### config.mk
export PLATFORM = sky130hd
export DESIGN_NAME = fast_pat_fetch_multi
export DESIGN_NICKNAME = d
export VERILOG_FILES = /design/src/rtl/fast_pat_pkg.sv /design/src/rtl/fast_pat_fifo.sv /design/src/rtl/fast_pat_fetch_multi.sv
export SDC_FILE = /design/constraint.sdc
export NUM_CORES = 2
export LEC_CHECK = 0
export ABC_AREA = 0
export CORE_ASPECT_RATIO = 0.5
export CORE_MARGIN = 2
export CORE_UTILIZATION = 57
export DETAILED_ROUTE_END_ITERATION = 12
export DONT_BUFFER_PORTS = 1
export HOLD_SLACK_MARGIN = 0.05
export PLACE_DENSITY = 0.8
export SYNTH_ARGS = -nofsm -noshare
export SYNTH_HDL_FRONTEND = slang
export SYNTH_HIERARCHICAL = 1
export SYNTH_SLANG_ARGS = --single-unit
### constraint.sdc
create_clock -name clk -period 19.9 [get_ports clk]
set_input_delay 2.985 -clock clk [delete_from_list [all_inputs] [get_ports clk]]
set_output_delay 2.985 -clock clk [all_outputs]
set_load 0.005 [all_outputs]
### src/rtl/fast_pat_pkg.sv
// Shared types and helpers for the multi-pattern DMD fetcher.
// Holds the FSM state encoding, the pixel packing modes and the words-per-line math.
package fast_pat_pkg;

  typedef enum logic [2:0] {
    S_IDLE,
    S_PREFETCH,
    S_WAIT_VS,
    S_STREAM,
    S_FRAME_END
  } state_t;

  localparam logic MODE_BIN  = 1'b0;
  localparam logic MODE_GRAY = 1'b1;

  // Memory words needed to hold one active line at the given bits per pixel.
  function automatic int calc_wpl(input int line_pix, input int bpp, input int mem_dw);
    return (line_pix * bpp + mem_dw - 1) / mem_dw;
  endfunction

endpackage

### src/rtl/fast_pat_fifo.sv
// Synchronous prefetch FIFO with occupancy count and a single-cycle flush.
// Pushes while full and pops while empty are ignored.
module fast_pat_fifo #(
  parameter int DW    = 256,
  parameter int DEPTH = 8,
  localparam int AW   = $clog2(DEPTH)
) (
  input  logic          clk,
  input  logic          rst,
  input  logic          flush,
  input  logic          push,
  input  logic [DW-1:0] din,
  input  logic          pop,
  output logic [DW-1:0] dout,
  output logic [AW:0]   count,
  output logic          full,
  output logic          empty
);

  logic [DW-1:0] mem [DEPTH];
  logic [AW-1:0] wr_ptr;
  logic [AW-1:0] rd_ptr;
  logic          do_push;
  logic          do_pop;

  assign full    = (count == (AW+1)'(DEPTH));
  assign empty   = (count == '0);
  assign do_push = push && !full;
  assign do_pop  = pop && !empty;
  assign dout    = mem[rd_ptr];

  always_ff @(posedge clk) begin
    if (rst || flush) begin
      wr_ptr <= '0;
      rd_ptr <= '0;
      count  <= '0;
    end else begin
      if (do_push) wr_ptr <= wr_ptr + 1'b1;
      if (do_pop)  rd_ptr <= rd_ptr + 1'b1;
      case ({do_push, do_pop})
        2'b10:   count <= count + 1'b1;
        2'b01:   count <= count - 1'b1;
        default: count <= count;
      endcase
    end
  end

  // NOTE: storage is deliberately not reset; the pointers and count alone define validity.
  always_ff @(posedge clk) begin
    if (do_push) mem[wr_ptr] <= din;
  end

endmodule

### src/rtl/fast_pat_fetch_multi.sv
// Streams a sequence of stored DMD patterns from on-chip memory into the HDMI pixel path,
// one pattern per frame, unpacking 1 bpp or 8 bpp words LSB-first against the incoming de.
module fast_pat_fetch_multi
  import fast_pat_pkg::*;
#(
  parameter int MEM_DW     = 256,
  parameter int MEM_AW     = 11,
  parameter int PIX_W      = 24,
  parameter int LINE_PIX   = 1920,
  parameter int LINES      = 1080,
  parameter int FIFO_DEPTH = 8,
  parameter int MAX_PAT    = 16
) (
  input  logic                         clk,
  input  logic                         rst,
  output logic                         onchip_mem_chip_select,
  output logic                         onchip_mem_chip_read,
  output logic [MEM_AW-1:0]            onchip_mem_addr,
  output logic [MEM_DW/8-1:0]          onchip_mem_byte_enable,
  output logic                         onchip_mem_write,
  output logic [MEM_DW-1:0]            onchip_mem_write_data,
  input  logic [MEM_DW-1:0]            onchip_mem_read_data,
  input  logic                         cfg_mode,
  input  logic [MEM_AW-1:0]            cfg_base_addr,
  input  logic [MEM_AW-1:0]            cfg_pat_stride,
  input  logic [$clog2(MAX_PAT):0]     cfg_num_pat,
  input  logic                         frame_trig,
  input  logic                         stop_req,
  output logic                         frame_busy,
  input  logic                         h_sync_in,
  input  logic                         v_sync_in,
  input  logic                         de_in,
  output logic [PIX_W-1:0]             pix_data_out,
  output logic                         h_sync_out,
  output logic                         v_sync_out,
  output logic                         de_out,
  output logic [$clog2(MAX_PAT)-1:0]   pat_idx,
  output logic                         underflow
);

  localparam int PPW_BIN  = MEM_DW;
  localparam int PPW_GRAY = MEM_DW / 8;
  localparam int TOT_BIN  = calc_wpl(LINE_PIX, 1, MEM_DW) * LINES;
  localparam int TOT_GRAY = calc_wpl(LINE_PIX, 8, MEM_DW) * LINES;
  localparam int TOT_W    = $clog2(TOT_GRAY + 1);
  localparam int CNT_W    = $clog2(FIFO_DEPTH) + 1;
  localparam int PC_W     = $clog2(MEM_DW);
  localparam int PB_W     = $clog2(MEM_DW / 8);
  localparam int LN_W     = $clog2(LINES + 1);
  localparam int NP_W     = $clog2(MAX_PAT) + 1;

  state_t state, state_n;

  logic                 mode_q;
  logic [MEM_AW-1:0]    base_q;
  logic [MEM_AW-1:0]    stride_q;
  logic [NP_W-1:0]      num_pat_q;
  logic [MEM_AW-1:0]    rd_addr;
  logic [TOT_W-1:0]     words_left;
  logic                 rd_pending;
  logic [PC_W-1:0]      pix_cnt;
  logic [LN_W-1:0]      lines_done;
  logic                 stop_seen;
  logic                 trig_q, vs_q, de_q;

  logic                 trig_rise, vs_rise, de_fall;
  logic                 fetching, rd_en, push, pop, flush, last_pat;
  logic [PC_W-1:0]      ppw_last;
  logic [MEM_DW-1:0]    fifo_dout;
  logic [CNT_W-1:0]     fifo_count;
  logic                 fifo_full, fifo_empty;
  logic [MEM_DW/8-1:0][7:0] word_bytes;
  logic [PIX_W-1:0]     pix_value;

  assign trig_rise = frame_trig && !trig_q;
  assign vs_rise   = v_sync_in && !vs_q;
  assign de_fall   = de_q && !de_in;

  // Reads never exceed what the FIFO can absorb, counting the word still in flight.
  assign fetching = (state == S_PREFETCH) || (state == S_WAIT_VS) || (state == S_STREAM);
  assign rd_en    = fetching && (words_left != '0)
                 && ((fifo_count + CNT_W'(rd_pending)) < CNT_W'(FIFO_DEPTH));
  // Data returning while the FIFO is being flushed belongs to the old pattern.
  assign push     = rd_pending && (state != S_FRAME_END);
  assign last_pat = stop_seen || (NP_W'(pat_idx) == num_pat_q - 1'b1);

  assign ppw_last   = mode_q ? PC_W'(PPW_GRAY - 1) : PC_W'(PPW_BIN - 1);
  assign word_bytes = fifo_dout;
  assign pix_value  = mode_q ? {(PIX_W/8){word_bytes[pix_cnt[PB_W-1:0]]}}
                             : {PIX_W{fifo_dout[pix_cnt]}};

  assign onchip_mem_chip_select = rd_en;
  assign onchip_mem_chip_read   = rd_en;
  assign onchip_mem_addr        = rd_addr;
  assign onchip_mem_byte_enable = '1;
  assign onchip_mem_write       = 1'b0;
  assign onchip_mem_write_data  = '0;
  assign frame_busy             = (state != S_IDLE);
  assign v_sync_out             = vs_q;
  assign de_out                 = de_q;

  fast_pat_fifo #(
    .DW    (MEM_DW),
    .DEPTH (FIFO_DEPTH)
  ) u_fifo (
    .clk   (clk),
    .rst   (rst),
    .flush (flush),
    .push  (push),
    .din   (onchip_mem_read_data),
    .pop   (pop),
    .dout  (fifo_dout),
    .count (fifo_count),
    .full  (fifo_full),
    .empty (fifo_empty)
  );

  always_ff @(posedge clk) begin
    if (rst) state <= S_IDLE;
    else     state <= state_n;
  end

  // NOTE: every output of this block gets a default first so no path infers a latch.
  always_comb begin
    state_n = state;
    pop     = 1'b0;
    flush   = 1'b0;
    case (state)
      S_IDLE: begin
        if (trig_rise) begin
          state_n = S_PREFETCH;
          flush   = 1'b1;
        end
      end
      S_PREFETCH: begin
        if (fifo_full || (words_left == '0 && !rd_pending)) state_n = S_WAIT_VS;
      end
      S_WAIT_VS: begin
        if (vs_rise) state_n = S_STREAM;
      end
      S_STREAM: begin
        if (de_in) begin
          pop = (pix_cnt == ppw_last);
        end else if (de_fall) begin
          // Drop the unused tail so the next line starts on a word boundary.
          pop = (pix_cnt != '0);
          if (lines_done == LN_W'(LINES - 1)) state_n = S_FRAME_END;
        end
      end
      S_FRAME_END: begin
        flush   = 1'b1;
        state_n = last_pat ? S_IDLE : S_PREFETCH;
      end
      default: state_n = S_IDLE;
    endcase
  end

  always_ff @(posedge clk) begin
    if (rst) begin
      mode_q       <= MODE_BIN;
      base_q       <= '0;
      stride_q     <= '0;
      num_pat_q    <= '0;
      pat_idx      <= '0;
      rd_addr      <= '0;
      words_left   <= '0;
      rd_pending   <= 1'b0;
      pix_cnt      <= '0;
      lines_done   <= '0;
      stop_seen    <= 1'b0;
      underflow    <= 1'b0;
      trig_q       <= 1'b0;
      vs_q         <= 1'b0;
      de_q         <= 1'b0;
      h_sync_out   <= 1'b0;
      pix_data_out <= '0;
    end else begin
      trig_q       <= frame_trig;
      vs_q         <= v_sync_in;
      de_q         <= de_in;
      h_sync_out   <= h_sync_in;
      rd_pending   <= rd_en;
      pix_data_out <= (state == S_STREAM && de_in && !fifo_empty) ? pix_value : '0;

      if (rd_en) begin
        rd_addr    <= rd_addr + 1'b1;
        words_left <= words_left - 1'b1;
      end
      if (state != S_IDLE && stop_req) stop_seen <= 1'b1;

      case (state)
        S_IDLE: begin
          if (trig_rise) begin
            mode_q     <= cfg_mode;
            base_q     <= cfg_base_addr;
            stride_q   <= cfg_pat_stride;
            num_pat_q  <= (cfg_num_pat == '0) ? NP_W'(1) : cfg_num_pat;
            pat_idx    <= '0;
            underflow  <= 1'b0;
            stop_seen  <= 1'b0;
            rd_addr    <= cfg_base_addr;
            words_left <= (cfg_mode == MODE_GRAY) ? TOT_W'(TOT_GRAY) : TOT_W'(TOT_BIN);
            pix_cnt    <= '0;
            lines_done <= '0;
          end
        end
        S_STREAM: begin
          if (de_in) begin
            // An empty FIFO still advances the stream position by one pixel.
            if (fifo_empty) underflow <= 1'b1;
            pix_cnt <= (pix_cnt == ppw_last) ? '0 : pix_cnt + 1'b1;
          end else if (de_fall) begin
            pix_cnt    <= '0;
            lines_done <= lines_done + 1'b1;
          end
        end
        S_FRAME_END: begin
          if (!last_pat) begin
            pat_idx    <= pat_idx + 1'b1;
            base_q     <= base_q + stride_q;
            rd_addr    <= base_q + stride_q;
            words_left <= (mode_q == MODE_GRAY) ? TOT_W'(TOT_GRAY) : TOT_W'(TOT_BIN);
            pix_cnt    <= '0;
            lines_done <= '0;
          end
        end
        default: ;
      endcase
    end
  end

endmodule

==> impl_results.md <==
- Largest stage delay, worst path: 0.91 ns
- Area of the multi-input gates: 22400 µm²
- Worst relative slew slack: 14.5%
- Gate Count Post-Synth: 4173
- Clock tree buffer depth: 3
- Floorplan row count: 102
- Max Cap Viol: 0
- Die area: 159000 µm²
- Synth Cell Area: 88600 µm²
- Critical Path Start Type: flip-flop
- Layout fillers: 9712
- Critical path required time: 20.54 ns
- Htree depth: 4
- Max Slew Vio Count: 0
- CTS Root Cell: clkbuf_16
- RSZ-0062 raised after global routing: no
- Drt via density: 6.65
- Nets: 4517
- Fin cells: 6434
- CTS resizes: 0
- Outcome: complete, no violations
- Hold slack: 0.462 ns
- Num CTS Buffers: 178
- GRT Overall Usage: 27.0%
- 1st-pass router iterations: 5
- ANT nets after route: 0
- Setup ws final: 12.42 ns
- Syn avg cell area: 21.2 µm²
- Vias in the first global route: 42800
- Kind of critical path: reg2reg
- CTS sink count: 2157
- Layout cells sized above 1: 29.3%
- Hold_buf cts: 0
- Final setup TNS: 0 ns
- Detail Placement HPWL: 123 mm
- Crit path max fanout: 68
- Ys flop type: edfxtp_1
- CP most frequent cell: buf_4
- TritonCTS clock tree: built
- Fmax: 134 MHz
- P&R area growth vs syn: 7.63%
- Max VDD drop: 0.0753 mV
- Post-CTS Setup Repair Bufs: 0
- Crit-path cells: buf_4, buf_4, buf_4, buf_4, mux4_2, mux2_2, mux4_2, mux4_2, nor2_1, a2111oi_0, buf_4, a311oi_1, a21oi_1, o21ai_1, a21oi_1
- 1st-iter DRT viols: 5931
- Post-synth EDFFs: 2048
- Final wirelength: 214 mm
- Dpl cells: 6103
- CP top delay family: buffers and inverters
- CP Capture Type: flip-flop
- Leakage power: 29.1 nW
- PortBufs: 0
- Pin count of the biggest net entering global routing: 129
- Dpl cell area: 89400 µm²
- Crit path DAT: 8.12 ns
- Yosys cell types: 74
- DRC Markers: 0
- Finished Cell Area: 95300 µm²
- GPL Wtd Cong: 0.825
- Worst-Skew Late Latency: 0.82 ns
- Fin util: 61.7%
- Die W: 561 µm
- Async set or reset register ratio after synthesis: 0%
- Tot Pwr: 9.48 mW
- Wirelength per Cell: 33.3 µm
- Crit path time final: 7.48 ns
- FF+latch area: 63700 µm²
- Final setup fails: 0
- CP Buf/Inv Count: 5
- Final Hold Fails: 0
- Pwr per Cell Area: 99.5 nW/µm²
- Final period utilization: 37.6%
- Total gr overflow: 0
- Number of synthesis warnings: 6
- Initial core utilization: 57.3%
- Die H: 283 µm
- CP max-delay cell: buf_4
- Pre-CTS WS: 12.78 ns
- Initial antenna violation count: 8
- Slew @ Worst Pin: 1.28 ns
- Worst clock skew: 0.0621 ns
- Core area: 155000 µm²
- Register clock-pin slew on the reported worst setup and hold paths: 0.07 ns
- Via count: 42800
- Post-synthesis sequential area ratio: 71.9%
- Min-delay worst type: reg2reg
- Global-route wire length before repair: 307 mm
- Synthesis-stage register bit count: 2157
- # IOs: 626
==> final timing paths <==
path / startpoint / end / slack, ns / depth (start not counted)
hold / removal: base_q[10]$_SDFFE_PP0P_ / base_q[10]$_SDFFE_PP0P_ / 0.46 / 2
setup / recovery: flip-flop / pix_data_out[17]$_SDFF_PP0_ / 12.42 / 15
hold reg to reg: base_q[10]$_SDFFE_PP0P_ / base_q[10]$_SDFFE_PP0P_ / 0.46 / 2
setup reg to reg: flip-flop / pix_data_out[17]$_SDFF_PP0_ / 12.42 / 15
==> cell usage in the layout, fill, tap and decap left out, drive strengths merged, types with 9 or more instances in the layout <==
cell,instances
xor2,29
dfxtp,109
nand4,9
nor3,30
clkinv,72
clkbuf,223
mux4,654
nor2,74
ha,22
mux2i,30
nand2,99
nand2b,10
a31oi,10
inv,21
bufinv,19
edfxtp,2048
nand3,16
buf,80
mux2,257
xnor2,29
a21oi,57
o21ai,21
or3,16
conb,289
==> flip-flops by register name (all words and copies together), names as in the netlist, 3 cells and up, named ones only <==
name,flops
base_q,11
lines_done,11
num_pat_q,5
onchip_mem_addr,11
pat_idx,4
pix_cnt,8
pix_data_out,8
state,3
stride_q,11
u_fifo/count,4
u_fifo/mem,2048
u_fifo/rd_ptr,3
u_fifo/wr_ptr,3
words_left,16
==> power by group <==
| group | leakage (nW) | internal (mW) | switching [mW] |
|---|---|---|---|
| combinational | 6.96 | 0.312 | 0.420 |
| sequential | 19.3 | 5.11 | 0.0648 |
| clock | 2.84 | 1.93 | 1.64 |
| total | 29.1 | 7.36 | 2.12 |
==> cells in the mapped netlist (all sizes together), types with 3 or more instances <==
cell type / number / area, µm²
o31ai: 3 / 22.5
and3: 7 / 43.8
xnor2: 29 / 254
a31oi: 10 / 62.6
edfxtp: 2048 / 61500
o211ai: 3 / 22.5
a211oi: 8 / 60.1
mux2: 257 / 2890
clkbuf: 71 / 267
nor3b: 7 / 57.6
nor3: 30 / 150
a311oi: 6 / 52.6
a22o: 3 / 26.3
mux2i: 30 / 300
ha: 22 / 275
or4: 4 / 33.8
o221ai: 5 / 43.8
o21ai: 21 / 105
nand2: 99 / 372
nor2b: 8 / 50.1
dfxtp: 109 / 2180
buf: 446 / 3320
nand4: 9 / 56.3
nand3: 16 / 80.1
nand2b: 10 / 65.1
mux4: 654 / 14700
a21oi: 57 / 285
inv: 13 / 48.8
or3b: 3 / 28.8
xor2: 29 / 254
or3: 16 / 100
o21a: 3 / 22.5
or2: 4 / 25.0
nor4bb: 4 / 40.0
nor2: 74 / 278
o22ai: 6 / 37.5
nor4: 8 / 65.1
o21bai: 4 / 30.0
==> cell type report <==
type                            count  share of cell area (%)
Timing Repair Buffer               80                   0.735
Antenna cell                        6                  0.0157
Tap cell                         2080                    2.73
Inverter                           15                  0.0591
Clock buffer                      223                    4.90
Clock inverter                    102                    1.25
Multi-Input combinational cell   1771                    23.5
Sequential cell                  2157                    66.8
==> cell families after synthesis <==
group / Yosys count / share of synthesized area (%)
AOI/OAI and AO/OA: 154 / 1.14
xor gates and xnor gates: 58 / 0.574
adders and majority gates: 23 / 0.333
buffers and inverters: 532 / 4.12
DFF: 2157 / 71.9
muxes: 941 / 20.2
other: 2 / 0.00848
and+or+nand+nor: 306 / 1.70
==> routing by layer <==
layer	track usage [%]	vias up	wire length, µm
li1	-	16700	-
met1	34.4	22400	73300
met2	45.0	3139	107000
met3	8.05	478	26300
met4	9.11	8	7260
met5	0	-	44
==> worst register-to-register path, stage by stage, from the launching register on <==
cell and delay (ns):
dfxtp_4 0.80, buf_4 0.92, buf_4 0.82, buf_4 0.82, buf_4 0.90, mux4_2 0.47
mux2_2 0.32, mux4_2 0.46, mux4_2 0.45, nor2_1 0.15, a2111oi_0 0.10, buf_4 0.21
a311oi_1 0.38, a21oi_1 0.11, o21ai_1 0.29, a21oi_1 0.12
(Power assumes the default switching activity.)
